## src/rtl/cdb_arbiter_pkg.sv

```systemverilog
// +----------------------------------------------------------------------------+
// | cdb_arbiter_pkg                                                            |
// | Shared widths and grant encoding for the CDB arbiter slice.                |
// | Rev 1.0                                                                    |
// +----------------------------------------------------------------------------+
`default_nettype none

package cdb_arbiter_pkg;

    localparam int ROB_IDX_LN = 5;
    localparam int WORD_LN    = 32;

    typedef enum logic {
        CDB_SRC_ALU = 1'b0,
        CDB_SRC_LD  = 1'b1
    } cdb_src_e;

    // Round-robin: on a conflict the side that did not win last time goes next.
    function automatic cdb_src_e rr_other(input cdb_src_e last);
        return (last == CDB_SRC_ALU) ? CDB_SRC_LD : CDB_SRC_ALU;
    endfunction

endpackage

`default_nettype wire

```

## src/rtl/cdb_fifo.sv

```systemverilog
// +----------------------------------------------------------------------------+
// | cdb_fifo                                                                   |
// | Small per-source result queue with push, pop, flush, head, count and full. |
// | Rev 1.0                                                                    |
// +----------------------------------------------------------------------------+
`default_nettype none

module cdb_fifo #(
    parameter int FIFO_BIT = 1,
    parameter int WIDTH    = 8
) (
    input  logic                clk,
    input  logic                rst,
    input  logic                flush,
    input  logic                push,
    input  logic [WIDTH-1:0]    push_data,
    input  logic                pop,
    output logic [WIDTH-1:0]    head,
    output logic [FIFO_BIT:0]   count,
    output logic                full
);

    localparam int DEPTH = 1 << FIFO_BIT;

    logic [WIDTH-1:0]    mem_q [DEPTH];
    logic [WIDTH-1:0]    mem_d [DEPTH];
    logic [FIFO_BIT-1:0] wr_ptr_q, wr_ptr_d;
    logic [FIFO_BIT-1:0] rd_ptr_q, rd_ptr_d;
    logic [FIFO_BIT:0]   count_q, count_d;
    logic                w_push;
    logic                w_pop;

    assign full   = (count_q == (FIFO_BIT+1)'(DEPTH));
    assign count  = count_q;
    assign head   = mem_q[rd_ptr_q];
    assign w_push = push && !full;
    assign w_pop  = pop && (count_q != '0);

    always_comb begin
        mem_d    = mem_q;
        wr_ptr_d = wr_ptr_q;
        rd_ptr_d = rd_ptr_q;
        count_d  = count_q;
        if (w_push) begin
            mem_d[wr_ptr_q] = push_data;
            wr_ptr_d        = wr_ptr_q + 1'b1;
        end
        if (w_pop) begin
            rd_ptr_d = rd_ptr_q + 1'b1;
        end
        case ({w_push, w_pop})
            2'b10:   count_d = count_q + 1'b1;
            2'b01:   count_d = count_q - 1'b1;
            default: count_d = count_q;
        endcase
    end

    always_ff @(posedge clk) begin
        mem_q <= mem_d;
        if (rst || flush) begin
            wr_ptr_q <= '0;
            rd_ptr_q <= '0;
            count_q  <= '0;
        end else begin
            wr_ptr_q <= wr_ptr_d;
            rd_ptr_q <= rd_ptr_d;
            count_q  <= count_d;
        end
    end

endmodule

`default_nettype wire

```

## src/rtl/cdb_arbiter.sv

```systemverilog
// +----------------------------------------------------------------------------+
// | cdb_arbiter                                                                |
// | Round-robin share of the registered CDB between ALU and load unit.         |
// | Optional feature macro: CDB_BYPASS_EN (empty-queue push goes straight out).|
// | Rev 1.0                                                                    |
// +----------------------------------------------------------------------------+
`default_nettype none

module cdb_arbiter
    import cdb_arbiter_pkg::*;
#(
    parameter int FIFO_BIT = 1,
    parameter int ROB_BIT  = ROB_IDX_LN
) (
    input  logic                clk,
    input  logic                rst,
    input  logic                rdy,
    input  logic                rob_rb_ena,
    input  logic                alu_valid,
    output logic                alu_ready,
    input  logic [ROB_BIT-1:0]  alu_src,
    input  logic [31:0]         alu_val,
    input  logic                alu_tk,
    input  logic                ld_valid,
    output logic                ld_ready,
    input  logic [ROB_BIT-1:0]  ld_src,
    input  logic [31:0]         ld_val,
    output logic                cdb_valid,
    output logic [ROB_BIT-1:0]  cdb_src,
    output logic [31:0]         cdb_val,
    output logic                cdb_tk,
    output logic                cdb_is_ld
);

    localparam int PW = ROB_BIT + WORD_LN + 1;

    logic [PW-1:0]     w_alu_in, w_ld_in, w_alu_head, w_ld_head, w_beat;
    logic [FIFO_BIT:0] w_alu_count, w_ld_count;
    logic              w_alu_full, w_ld_full;
    logic              w_alu_ne, w_ld_ne;
    logic              w_active;
    logic              w_alu_push, w_ld_push;
    logic              w_grant_vld, w_bypass;
    cdb_src_e          w_grant_sel;
    logic              w_pop_alu, w_pop_ld, w_enq_alu, w_enq_ld;

    logic               cdb_valid_q, cdb_valid_d;
    logic [ROB_BIT-1:0] cdb_src_q, cdb_src_d;
    logic [31:0]        cdb_val_q, cdb_val_d;
    logic               cdb_tk_q, cdb_tk_d;
    logic               cdb_is_ld_q, cdb_is_ld_d;
    cdb_src_e           last_grant_q, last_grant_d;

    // Load payloads carry tk=0 so the head never needs masking.
    assign w_alu_in = {alu_src, alu_val, alu_tk};
    assign w_ld_in  = {ld_src, ld_val, 1'b0};

    assign alu_ready  = rdy && !rob_rb_ena && !w_alu_full;
    assign ld_ready   = rdy && !rob_rb_ena && !w_ld_full;
    assign w_active   = rdy && !rob_rb_ena && !rst;
    assign w_alu_push = alu_valid && alu_ready;
    assign w_ld_push  = ld_valid && ld_ready;
    assign w_alu_ne   = (w_alu_count != '0);
    assign w_ld_ne    = (w_ld_count != '0);

    always_comb begin
        w_grant_vld = 1'b0;
        w_bypass    = 1'b0;
        w_grant_sel = last_grant_q;
        if (w_alu_ne && w_ld_ne) begin
            w_grant_vld = 1'b1;
            w_grant_sel = rr_other(last_grant_q);
        end else if (w_alu_ne) begin
            w_grant_vld = 1'b1;
            w_grant_sel = CDB_SRC_ALU;
        end else if (w_ld_ne) begin
            w_grant_vld = 1'b1;
            w_grant_sel = CDB_SRC_LD;
        end
`ifdef CDB_BYPASS_EN
        else if (w_alu_push || w_ld_push) begin
            w_grant_vld = 1'b1;
            w_bypass    = 1'b1;
            if (w_alu_push && w_ld_push) begin
                w_grant_sel = rr_other(last_grant_q);
            end else begin
                w_grant_sel = w_alu_push ? CDB_SRC_ALU : CDB_SRC_LD;
            end
        end
`endif
        if (!w_active) begin
            w_grant_vld = 1'b0;
            w_bypass    = 1'b0;
        end
    end

    assign w_pop_alu = w_grant_vld && !w_bypass && (w_grant_sel == CDB_SRC_ALU);
    assign w_pop_ld  = w_grant_vld && !w_bypass && (w_grant_sel == CDB_SRC_LD);
    assign w_enq_alu = w_alu_push && !(w_bypass && (w_grant_sel == CDB_SRC_ALU));
    assign w_enq_ld  = w_ld_push && !(w_bypass && (w_grant_sel == CDB_SRC_LD));

    assign w_beat = (w_grant_sel == CDB_SRC_ALU) ? (w_bypass ? w_alu_in : w_alu_head)
                                                 : (w_bypass ? w_ld_in  : w_ld_head);

    cdb_fifo #(
        .FIFO_BIT (FIFO_BIT),
        .WIDTH    (PW)
    ) u_alu_fifo (
        .clk       (clk),
        .rst       (rst),
        .flush     (rob_rb_ena),
        .push      (w_enq_alu),
        .push_data (w_alu_in),
        .pop       (w_pop_alu),
        .head      (w_alu_head),
        .count     (w_alu_count),
        .full      (w_alu_full)
    );

    cdb_fifo #(
        .FIFO_BIT (FIFO_BIT),
        .WIDTH    (PW)
    ) u_ld_fifo (
        .clk       (clk),
        .rst       (rst),
        .flush     (rob_rb_ena),
        .push      (w_enq_ld),
        .push_data (w_ld_in),
        .pop       (w_pop_ld),
        .head      (w_ld_head),
        .count     (w_ld_count),
        .full      (w_ld_full)
    );

    always_comb begin
        cdb_valid_d  = cdb_valid_q;
        cdb_src_d    = cdb_src_q;
        cdb_val_d    = cdb_val_q;
        cdb_tk_d     = cdb_tk_q;
        cdb_is_ld_d  = cdb_is_ld_q;
        last_grant_d = last_grant_q;
        if (w_active) begin
            cdb_valid_d = w_grant_vld;
            if (w_grant_vld) begin
                cdb_src_d    = w_beat[PW-1 -: ROB_BIT];
                cdb_val_d    = w_beat[WORD_LN:1];
                cdb_tk_d     = (w_grant_sel == CDB_SRC_LD) ? 1'b0 : w_beat[0];
                cdb_is_ld_d  = (w_grant_sel == CDB_SRC_LD);
                last_grant_d = w_grant_sel;
            end
        end
    end

    always_ff @(posedge clk) begin
        if (rst || rob_rb_ena) begin
            cdb_valid_q  <= 1'b0;
            cdb_src_q    <= '0;
            cdb_val_q    <= '0;
            cdb_tk_q     <= 1'b0;
            cdb_is_ld_q  <= 1'b0;
            last_grant_q <= CDB_SRC_ALU;
        end else begin
            cdb_valid_q  <= cdb_valid_d;
            cdb_src_q    <= cdb_src_d;
            cdb_val_q    <= cdb_val_d;
            cdb_tk_q     <= cdb_tk_d;
            cdb_is_ld_q  <= cdb_is_ld_d;
            last_grant_q <= last_grant_d;
        end
    end

    assign cdb_valid = cdb_valid_q;
    assign cdb_src   = cdb_src_q;
    assign cdb_val   = cdb_val_q;
    assign cdb_tk    = cdb_tk_q;
    assign cdb_is_ld = cdb_is_ld_q;

endmodule

`default_nettype wire

```

## config.mk

```make
export PLATFORM = sky130hd
export DESIGN_NAME = cdb_arbiter
export DESIGN_NICKNAME = d
export VERILOG_FILES = /design/src/rtl/cdb_arbiter_pkg.sv /design/src/rtl/cdb_fifo.sv /design/src/rtl/cdb_arbiter.sv
export SDC_FILE = /design/constraint.sdc
export NUM_CORES = 1
export LEC_CHECK = 0
export ABC_AREA = 1
export CAP_MARGIN = 25
export CORE_MARGIN = 2
export CORE_UTILIZATION = 35
export CTS_BUF_LIST = sky130_fd_sc_hd__clkbuf_8
export CTS_CLUSTER_DIAMETER = 100
export DETAILED_ROUTE_END_ITERATION = 10
export GPL_TIMING_DRIVEN = 0
export PLACE_DENSITY_LB_ADDON = 0.2
export SYNTH_ARGS = -nofsm -noshare
export SYNTH_HDL_FRONTEND = slang
export SYNTH_SLANG_ARGS = --single-unit
```

## constraint.sdc

```tcl
create_clock -name clk -period 3.2 [get_ports clk]
set_input_delay 0.32 -clock clk [delete_from_list [all_inputs] [get_ports clk]]
set_output_delay 0.32 -clock clk [all_outputs]
set_load 0.02 [all_outputs]
```

### Yosys cells after proc, flatten, opt, wreduce, memory -nomap -nowiden

Index checks and enable logic that the tools add are counted.

| storage, ports and cells | value |
|---|---|
| bits in registers | 200 |
| output and inout bits | 42 |
| word-level logic and storage cells | 89 |

| cells by class | value |
|---|---|
| $add $sub $neg | 8 |
| order comparisons | 6 |
| eq/ne operators | 6 |
| mux-type cells | 24 |
| bitwise logic cells | 5 |
| reductions and logical operators | 25 |

Operator list:

| operator | number |
|---|---|
| 2-to-1 mux 38 bit | 9 |
| bitwise mux 76 bit | 2 |
| demux 38 bit (select 1 bit) | 2 |
| logical AND 1 bit | 15 |
| 2-to-1 mux 1 bit | 9 |
| equality test 2 bit (second input constant) | 4 |
| greater-or-equal comparator 2 bit (second input constant) | 4 |
| inverter 1 -> 2 bit | 4 |
| one-hot mux 2 bit (2 select lines) | 2 |
| nonzero test 2 bit | 4 |
| adder 1 bit (second input constant) | 4 |
| adder 2 x 1 -> 2 bit (second input constant) | 2 |
| equality test 2 x 1 -> 1 bit (second input constant) | 2 |
| logical NOT 1 bit | 4 |
| < comparator 2 x 1 -> 1 bit (second input constant) | 2 |
| subtractor 2 x 1 -> 2 bit (second input constant) | 2 |
| AND reduction 2 bit | 1 |
| logical OR 1 bit | 1 |
| inverter 1 bit | 1 |

### Longest topological paths before layout

Gate-level depths: netlist (run 1).

| logic depth | value |
|---|---|
| word-level depth | 9 |
| gate-level depth with buffers | 11 |
| depth with buffers taken out | 10 |

### By module

From an unflattened synthesis (run 1), not the netlist that was laid out.

| unflattened totals | value |
|---|---|
| cell total of the unflattened synthesis | 788 |
| area total of the unflattened synthesis | 8082.8 um^2 |

Modules (own cells, without submodules):

| module | times used | cells each | area each (um^2) | sequential area each (um^2) |
|---|---|---|---|---|
| cdb_fifo at u_alu_fifo | 1 | 234 | 3000.4 | 2362.3 |
| cdb_fifo at u_ld_fifo | 1 | 233 | 2994.1 | 2362.3 |
| cdb_arbiter | 1 | 321 | 2088.3 | 800.8 |

### Worst setup path before layout (run 1)

Ideal clock, no wire load.

| path | value |
|---|---|
| kind | input to register |
| start point | in rdy |
| end point | reg u_alu_fifo.mem_q[0] (netlist bit) (enable) |
| arrival | 2.302 ns |
| required time | 2.767 ns |
| slack | 0.465 ns |
| stages | 4 |
| cell sequence | inv_1 -> nor2_1 -> o211ai_1 -> nor2_1 |

| on the way | value |
|---|---|
| cells in the longest elaborated chain, start to end | 4 |

Ends and longest elaborated chain:

| what | line | source |
|---|---|---|
| from (decl) | cdb_arbiter.sv:17 | `input logic rdy,` |
| logical AND 1 bit (2 in series) | cdb_arbiter.sv:58 | `assign alu_ready = rdy && !rob_rb_ena && !w_alu_full;` |
| logical AND 1 bit | cdb_arbiter.sv:61 | `assign w_alu_push = alu_valid && alu_ready;` |
| logical AND 1 bit | cdb_fifo.sv:36 | `assign w_push = push && !full;` |
| to (signal assigned) | cdb_fifo.sv:59 | `mem_q <= mem_d;` |
| to (decl) | cdb_fifo.sv:25 | `logic [WIDTH-1:0] mem_q [DEPTH];` |

Every way passes these cells.
A chain may end at the register's enable or synchronous reset.

### Final worst setup path (run 1)

| path | value |
|---|---|
| start point | in rdy |
| end point | out alu_ready |

| on the way | value |
|---|---|
| cells in the longest elaborated chain, start to end | 2 |

Ends and longest elaborated chain:

| what | line | source |
|---|---|---|
| logical AND 1 bit (2 in series) | cdb_arbiter.sv:58 |  |
| to (decl) | cdb_arbiter.sv:20 | `output logic alu_ready,` |

Every way passes these cells.

==> metrics.md, run 1 <==
| Metric | Value |
|---|---|
| Worst endpoint required time | 2.88 ns |
| CP Cell Sequence | clkdlybuf4s50_1 -> inv_1 -> nor2_1 -> inv_1 -> a21oi_1 -> clkdlybuf4s50_1 |
| Sequential share of the synthesized area | 0.6958 |
| Unrepaired setup endpoints after global routing | no |
| Post-synth EDFFs | 150 |
| Clock power frac | 0.358 |
| CTS tree | built |
| First-pass GRT wire length | slightly below 30000 um |
| Endpoint class of the critical path | output pin |
| Pwr dens | 475.8 nW/um^2 |
| Port bufs | 122 |
| Final #Nets | 986 |
| Final antenna-violating net count | 0 |
| Setup TNS after final layout | 0 ns |
| WP data arrival | 2.05 ns |
| Reg power frac | 0.589 |
| Gr ovfl total | 0 |
| # rows | 54 |
| Filler cells | 2095 |
| Post-synth ARST share | 0 |
| Synth area leader | edfxtp_1 |
| Min Clock Period, post-route | 2.369 ns |
| Setup repair bufs after CTS | 0 |
| Core area | 21960 sq um |
| Clock skew | 0.01542 ns |
| Synth Instances | 758 |
| Leakage | 3.720 nW |
| Gpl congestion | 0.7726 |
| Vias per cell | 4.631 |
| Slew @ Worst Pin | 0.6507 ns |
| DRC violations left | 0 |
| Fmax | 0.4221 GHz |
| Initial DRC Count | approximately 350 |
| Worst Path Buf+Inv | 4 |
| Ratio of cells with drive above 1 in the final layout | 0.09061 |
| Die ar. | roughly 24000 sq um |
| Largest net degree at the start of global routing | 21 |
| VDD IR max | 253.0 uV |
| Number of global-route vias before repair | 5228 |
| WL/cell | 15.71 um |
| Yosys warns | 0 |
| Fin. Hold Viols | 0 |
| Tightest Hold Check Type | in2reg |
| Net Sw Frac | 0.2268 |
| Status | completed |
| Slew HR | 0.5652 |
| Count leader, synth | nand2_1 |
| Yosys top cell area share | 0.5734 |
| Critical path fanouts, max | 3 |
| Total Routing Usage GR | 0.1621 |
| P&R area growth vs syn | 27.37% |
| Top-level I/O count | 123 |
| Final wirelength | 18790 um |
| Final Setup Violations | 0 |
| Int Pwr | approximately 3.7 mW |
| Most frequent cells after synthesis | 349 x nand2_1, 150 x edfxtp_1, 76 x nand3_1 |
| Power Total | about 4.8 mW |
| Die Y | 153.8 um |
| CP max stage cell | clkdlybuf4s50_1 |
| Hold Slack | a little over 0.4 ns |
| Kind of critical path | in2out |
| Vias | 5539 |
| Syn_nets | around 840 |
| Area of the multi-input gates | about 2100 sq um |
| Clock slew seen by the registers of the worst setup and hold paths | about 0.11 ns |
| CTS HTree Levels | 4 |
| HPWL Detailed | about 13000 um |
| Root Driver | clkbuf_8 |
| Mapped Area | 7855 sq um |
| Post-CTS Hold Buffers | 0 |
| Max Transition Viols Final | 0 |
| Final Core Density | 0.4556 |
| Syn_area_per_cell | 10.36 sq um |
| Post-cts resize count | 0 |
| Top cells by area, synth | edfxtp_1 57%, nand2_1 17%, dfxtp_1 12% |
| Worst-case clock buffer depth | 2 |
| CP delay by family, top | buffers and inverters |
| Distinct cells, synth | 20 |
| Worst setup margin | 0.8307 ns |
| Max Cap Viol | 0 |
| Final Cycle Share | 0.7404 |
| Pre-antenna DRT Iters | 4 |
| Combinational share of power | 0.052 |
| Clock sinks | around 200 |
| Chip Width | 153.8 um |
| Setup slack at placement | 0.5135 ns |
| Prevailing post-synth register cell | edfxtp_1 |
| Sequential Area | 5465 sq um |
| Psw | about 1.1 mW |
| Synth Register Bits | 198 |
| Initial core utilization | 0.3577 |
| Startpoint types | input pin |
| Ant diodes | 0 |
| Worst skew pair latency | 0.48 ns |
| Antenna violations before repair | 0 |
| CP peak stage delay | 0.63 ns |
| CTS buffer count | 17 |
state kept, by name (all words and copies together) (netlist names):
| signal | cells |
|---|---|
| cdb_valid | 1 |
| cdb_val | 32 |
| u_alu_fifo.count | 2 |
| cdb_tk | 1 |
| u_alu_fifo.mem_q | 76 |
| cdb_src | 5 |
| u_ld_fifo.count | 2 |
| u_ld_fifo.mem_q | 74 |
| u_ld_fifo.rd_ptr_q | 1 |
| u_alu_fifo.rd_ptr_q | 1 |
| u_ld_fifo.wr_ptr_q | 1 |
| u_alu_fifo.wr_ptr_q | 1 |
| last_grant_q | 1 |
worst paths after layout:
| check | start | endpoint | slack, ns | cells past startpoint |
|---|---|---|---|---|
| setup / recovery | rdy | alu_ready | 0.83 | 6 |
| hold / removal | alu_val[29] | u_alu_fifo.mem_q[30] | 0.41 | 1 |
| setup reg to reg | u_alu_fifo.count[0] | u_ld_fifo.count[1] | 1.15 | 11 |
| hold reg to reg | cdb_val[14] | cdb_val[14] | 0.47 | 2 |
cell usage in the layout (no fill, tap or decap):
master,instances
a21oi_1,49
a21oi_2,1
buf_1,2
buf_16,4
buf_2,25
buf_4,8
buf_6,1
bufinv_16,2
clkbuf_1,8
clkbuf_8,18
clkdlybuf4s50_1,122
clkinv_4,1
clkinv_8,3
clkinvlp_4,2
dfxtp_1,48
edfxtp_1,150
ha_1,2
inv_1,12
inv_2,1
inv_6,4
inv_8,2
nand2_1,349
nand2_2,1
nand3_1,76
nor2_1,5
nor2_2,4
nor2_4,4
o211ai_1,2
o21ai_0,8
o21ai_2,2
power groups by stage:
stage / logic (mW) / clock network (mW) / registers [mW]
final: 0.250 / 1.71 / 2.80
after CTS: 0.253 / 1.74 / 2.80
after global placement: 0.241 / 0 / 2.87
after detailed placement: 0.252 / 0 / 2.86
after global routing: 0.274 / 1.85 / 2.81
after floorplan: 0.0867 / 0 / 2.87
metal layers:
metal  vias to the layer above  GRT usage  share of wire
met1                      2582     0.2226           0.48
li1                       2831          -              -
met5                         -          0              0
met4                         0    0.05207          0.010
met3                        16    0.03044          0.031
met2                       110     0.2613           0.48
cell families after synthesis:
kind of cell    Yosys count  share of synthesized area
fa+ha+maj                 2                   0.003185
flops                   198                     0.6958
compound gates           62                    0.04157
buf+inv                  57                    0.03600
simple gates            439                     0.2235
area by class of cell:
cell class / count / area share
well taps: 280 / 0.03502
repair buffers: 126 / 0.1331
clock buffers: 18 / 0.02476
clock inverters: 14 / 0.01901
inverters: 13 / 0.004877
plain buffers: 44 / 0.02339
multi-input cells: 503 / 0.2136
flip-flops and latches: 198 / 0.5463
through the flow:
stage               area [sq um]  instances
floorplan                   7855        758
global placement            9427       1160
detailed placement          9567       1164
CTS                        10000       1196
global route               10000       1196
finish                     10000       1196
(Power assumes the default switching activity.)
==> run 2: changes to the inputs <==
Clock period 3.2 ns to 2.1 ns, I/O delays scaled along.
==> run 2 against run 1 <==
Effect of this change: hold slack worse by 0.093 ns; clock power increased by 32%; design area fell by 0.38%; critical path depth rose by 4; utilization fell by 0.17 points; first-iteration DRC count fell by 16%; combinational power up 54%; routed wire length rose by 1.2%; critical path type is now reg2reg; largest cell class unchanged; highest routed layer unchanged.
==> metrics.md, run 2 (synthesis gave the netlist of run 1 again) <==
| Metric | Value |
|---|---|
| Status | completed (unchanged) |
| WP data arrival | 2.30 ns (was 2.05 ns) |
| Pwr dens | 692.9 nW/um^2 (was 475.8 nW/um^2) |
| Sequential Area | 5472 sq um (was 5465 sq um) |
| Worst-case clock buffer depth | 2 (unchanged) |
| VDD IR max | 333.2 uV (was 253.0 uV) |
| FF-to-FF End | u_ld_fifo.count[1] (unchanged) |
| Unrepaired setup endpoints after global routing | no (unchanged) |
| First-pass GRT wire length | 29370 um (was 28950 um) |
| Antenna violations before repair | 1 (was 0) |
| Final Cycle Share | 0.9293 |
| Max Transition Viols Final | 0 (unchanged) |
| Pre-antenna DRT Iters | 4 (unchanged) |
| Largest net degree at the start of global routing | 22 (was 21) |
| Worst endpoint required time | 2.45 ns (was 2.88 ns) |
| Clock sinks | 198 (unchanged) |
| # rows | 54 (unchanged) |
| Min Clock Period, post-route | slightly below 2 ns |
| Clock slew seen by the registers of the worst setup and hold paths | 0.10 ns (was 0.11 ns) |
| Kind of critical path | reg2reg (was in2out) |
| Slew @ Worst Pin | 0.6069 ns (was 0.6507 ns) |
| Most flops, register | u_alu_fifo.mem_q (unchanged) |
| Gpl congestion | 0.7546 (was 0.7726) |
| Critical path fanouts, max | 10 (was 3) |
| Startpoint types | flop (was input pin) |
| Fmax | approximately 0.51 GHz |
| Final Setup Violations | 0 (unchanged) |
| Tightest Hold Check Type | in2reg (unchanged) |
| Die ar. | 23660 sq um (unchanged) |
| Hold path cells | 1 (unchanged) |
| CTS tree | built (unchanged) |
| Port bufs | 122 (unchanged) |
| Reg-to-reg setup timing slack | 0.15 ns (was 1.15 ns) |
| P&R area growth vs syn | 26.89% (was 27.37%) |
| Root Driver | clkbuf_8 (unchanged) |
| DP Area | 9537 sq um (was 9567 sq um) |
| Number of flip-flops in the largest register | 76 (unchanged) |
| Power Total | 6.907 mW (was 4.760 mW) |
| Hold Slack | 0.3208 ns (was 0.4133 ns) |
| Total Routing Usage GR | 0.1640 (was 0.1621) |
| Final wirelength | 19010 um (was 18790 um) |
| Inst Count DP | 1164 (unchanged) |
| Area of the multi-input gates | 2137 sq um (unchanged) |
| Number of global-route vias before repair | 5308 (was 5228) |
| Ratio of cells with drive above 1 in the final layout | 0.09772 (was 0.09061) |
| Core area | 21960 sq um (unchanged) |
| CTS buffer count | 17 (unchanged) |
| Final antenna-violating net count | 0 (unchanged) |
| DRC violations left | 0 (unchanged) |
| Min-delay src | alu_val[29] (unchanged) |
| Top-level I/O count | 123 (unchanged) |
| Filler cells | 2115 (was 2095) |
| Non-Filler Instances | 1202 (was 1196) |
| CTS HTree Levels | 4 (unchanged) |
| Leakage | 3.723 nW (was 3.720 nW) |
| Max Cap Viol | 0 (unchanged) |
| Initial core utilization | 0.3577 (unchanged) |
| Worst R2R Start | u_ld_fifo.count[0] (was u_alu_fifo.count[0]) |
| Fin. Hold Viols | 0 (unchanged) |
| Most common cell after layout, fill and taps aside | nand2_1 (unchanged) |
| Hold EP | u_alu_fifo.mem_q[30] (unchanged) |
| Final #Nets | 991 (was 986) |
| HPWL Detailed | 13280 um (was 13240 um) |
| Most frequent cells in the layout | 349 x nand2_1, 150 x edfxtp_1, 120 x clkdlybuf4s50_1, 76 x nand3_1, 49 x a21oi_1 (was 349 x nand2_1, 150 x edfxtp_1, 122 x clkdlybuf4s50_1, 76 x nand3_1, 49 x a21oi_1) |
| WL/cell | 15.81 um (was 15.71 um) |
| Worst skew pair latency | 0.46 ns (was 0.48 ns) |
| Gr ovfl total | 0 (unchanged) |
| Endpoint class of the critical path | flop (was output pin) |
| Clock skew | 0.01291 ns (was 0.01542 ns) |
| Fin area | 9967 sq um (was 10000 sq um) |
| Initial DRC Count | 295 (was 353) |
| R2r worst-path depth | 10 (was 11) |
| Slew HR | 0.5953 (was 0.5652) |
| Vias | 5584 (was 5539) |
| Chip Width | 153.8 um (unchanged) |
| Post-CTS Hold Buffers | 0 (unchanged) |
| Vias per cell | 4.646 (was 4.631) |
| Die Y | 153.8 um (unchanged) |
run 2: changes by cell type in the layout (fill, tap and decap cells not counted), moves of 3 or more:
cell,previous run,this run
inv_6,4,1
dfxtp_2,0,5
buf_16,4,0
clkinv_8,3,0
dfxtp_1,48,43
buf_12,0,6
buf_4,8,11
clkinv_2,0,4
run 2: where the power goes:
group / switching [mW] / leakage [nW] / internal (mW)
logic: 0.185 / 1.79 / 0.201
clock network: 1.29 / 0.181 / 0.955
registers: 0.0140 / 1.75 / 4.26
run 2: how the worst max path moves through the flow:
stage	from	endpoint	slack [ns]	cells after the start
after floorplan	u_alu_fifo.count[0]	u_alu_fifo.mem_q[0]	-0.56	2
after detailed placement	rdy	u_alu_fifo.mem_q[62]	-0.41	6
final	u_ld_fifo.count[0]	u_ld_fifo.count[1]	0.15	10
after global routing	last_grant_q	u_alu_fifo.count[1]	0.03	10
after CTS	rdy	alu_ready	0.02	6
after global placement	rdy	u_alu_fifo.mem_q[24]	-2.42	5
run 2: critical path, cell delays in order (launching register included):
cell and delay [ns]:
dfxtp_2 0.37, o21ai_2 0.17, buf_4 0.22, nand2_1 0.10, nand2_1 0.13, inv_1 0.08
ha_1 0.32, a21oi_1 0.11, o21ai_0 0.11, o21ai_0 0.16, a21oi_1 0.05
run 2: metal layers:
layer	vias up	share of wire	global-route usage
met4	0	0.011	0.04762
met3	15	0.039	0.03157
met1	2610	0.47	0.2185
met5	-	0	0
met2	125	0.48	0.2739
li1	2834	-	-
run 2: what timing repair did:
| action | CTS | global route |
|---|---|---|
| gates resized for setup | 1 | 6 |
| endpoints found under the hold margin | 0 | 0 |
| buffers inserted | 0 | 5 |
| setup endpoints to repair | 1 | 87 |
| pin swaps | 0 | 4 |
run 2: layout make-up:
class / count / share of cell area
timing repair buffer: 131 / 0.1370
buffer: 44 / 0.02347
inverter: 13 / 0.004896
clock buffer: 18 / 0.02486
tap: 280 / 0.03515
clock inverter: 14 / 0.01105
antenna: 1 / 0.0002511
multi-input combinational: 503 / 0.2144
sequential: 198 / 0.5490
run 2: per-stage QoR:
step | worst slack (ns) | TNS [ns] | util
after floorplan | -0.5617 | -42.69 | -
after global placement | -2.418 | -279.05 | 0.4295
after detailed placement | -0.4112 | -46.85 | 0.4343
after CTS | 0.02123 | 0 | 0.4505
after global routing | 0.03249 | 0 | 0.4538
final | 0.1484 | 0 | 0.4539
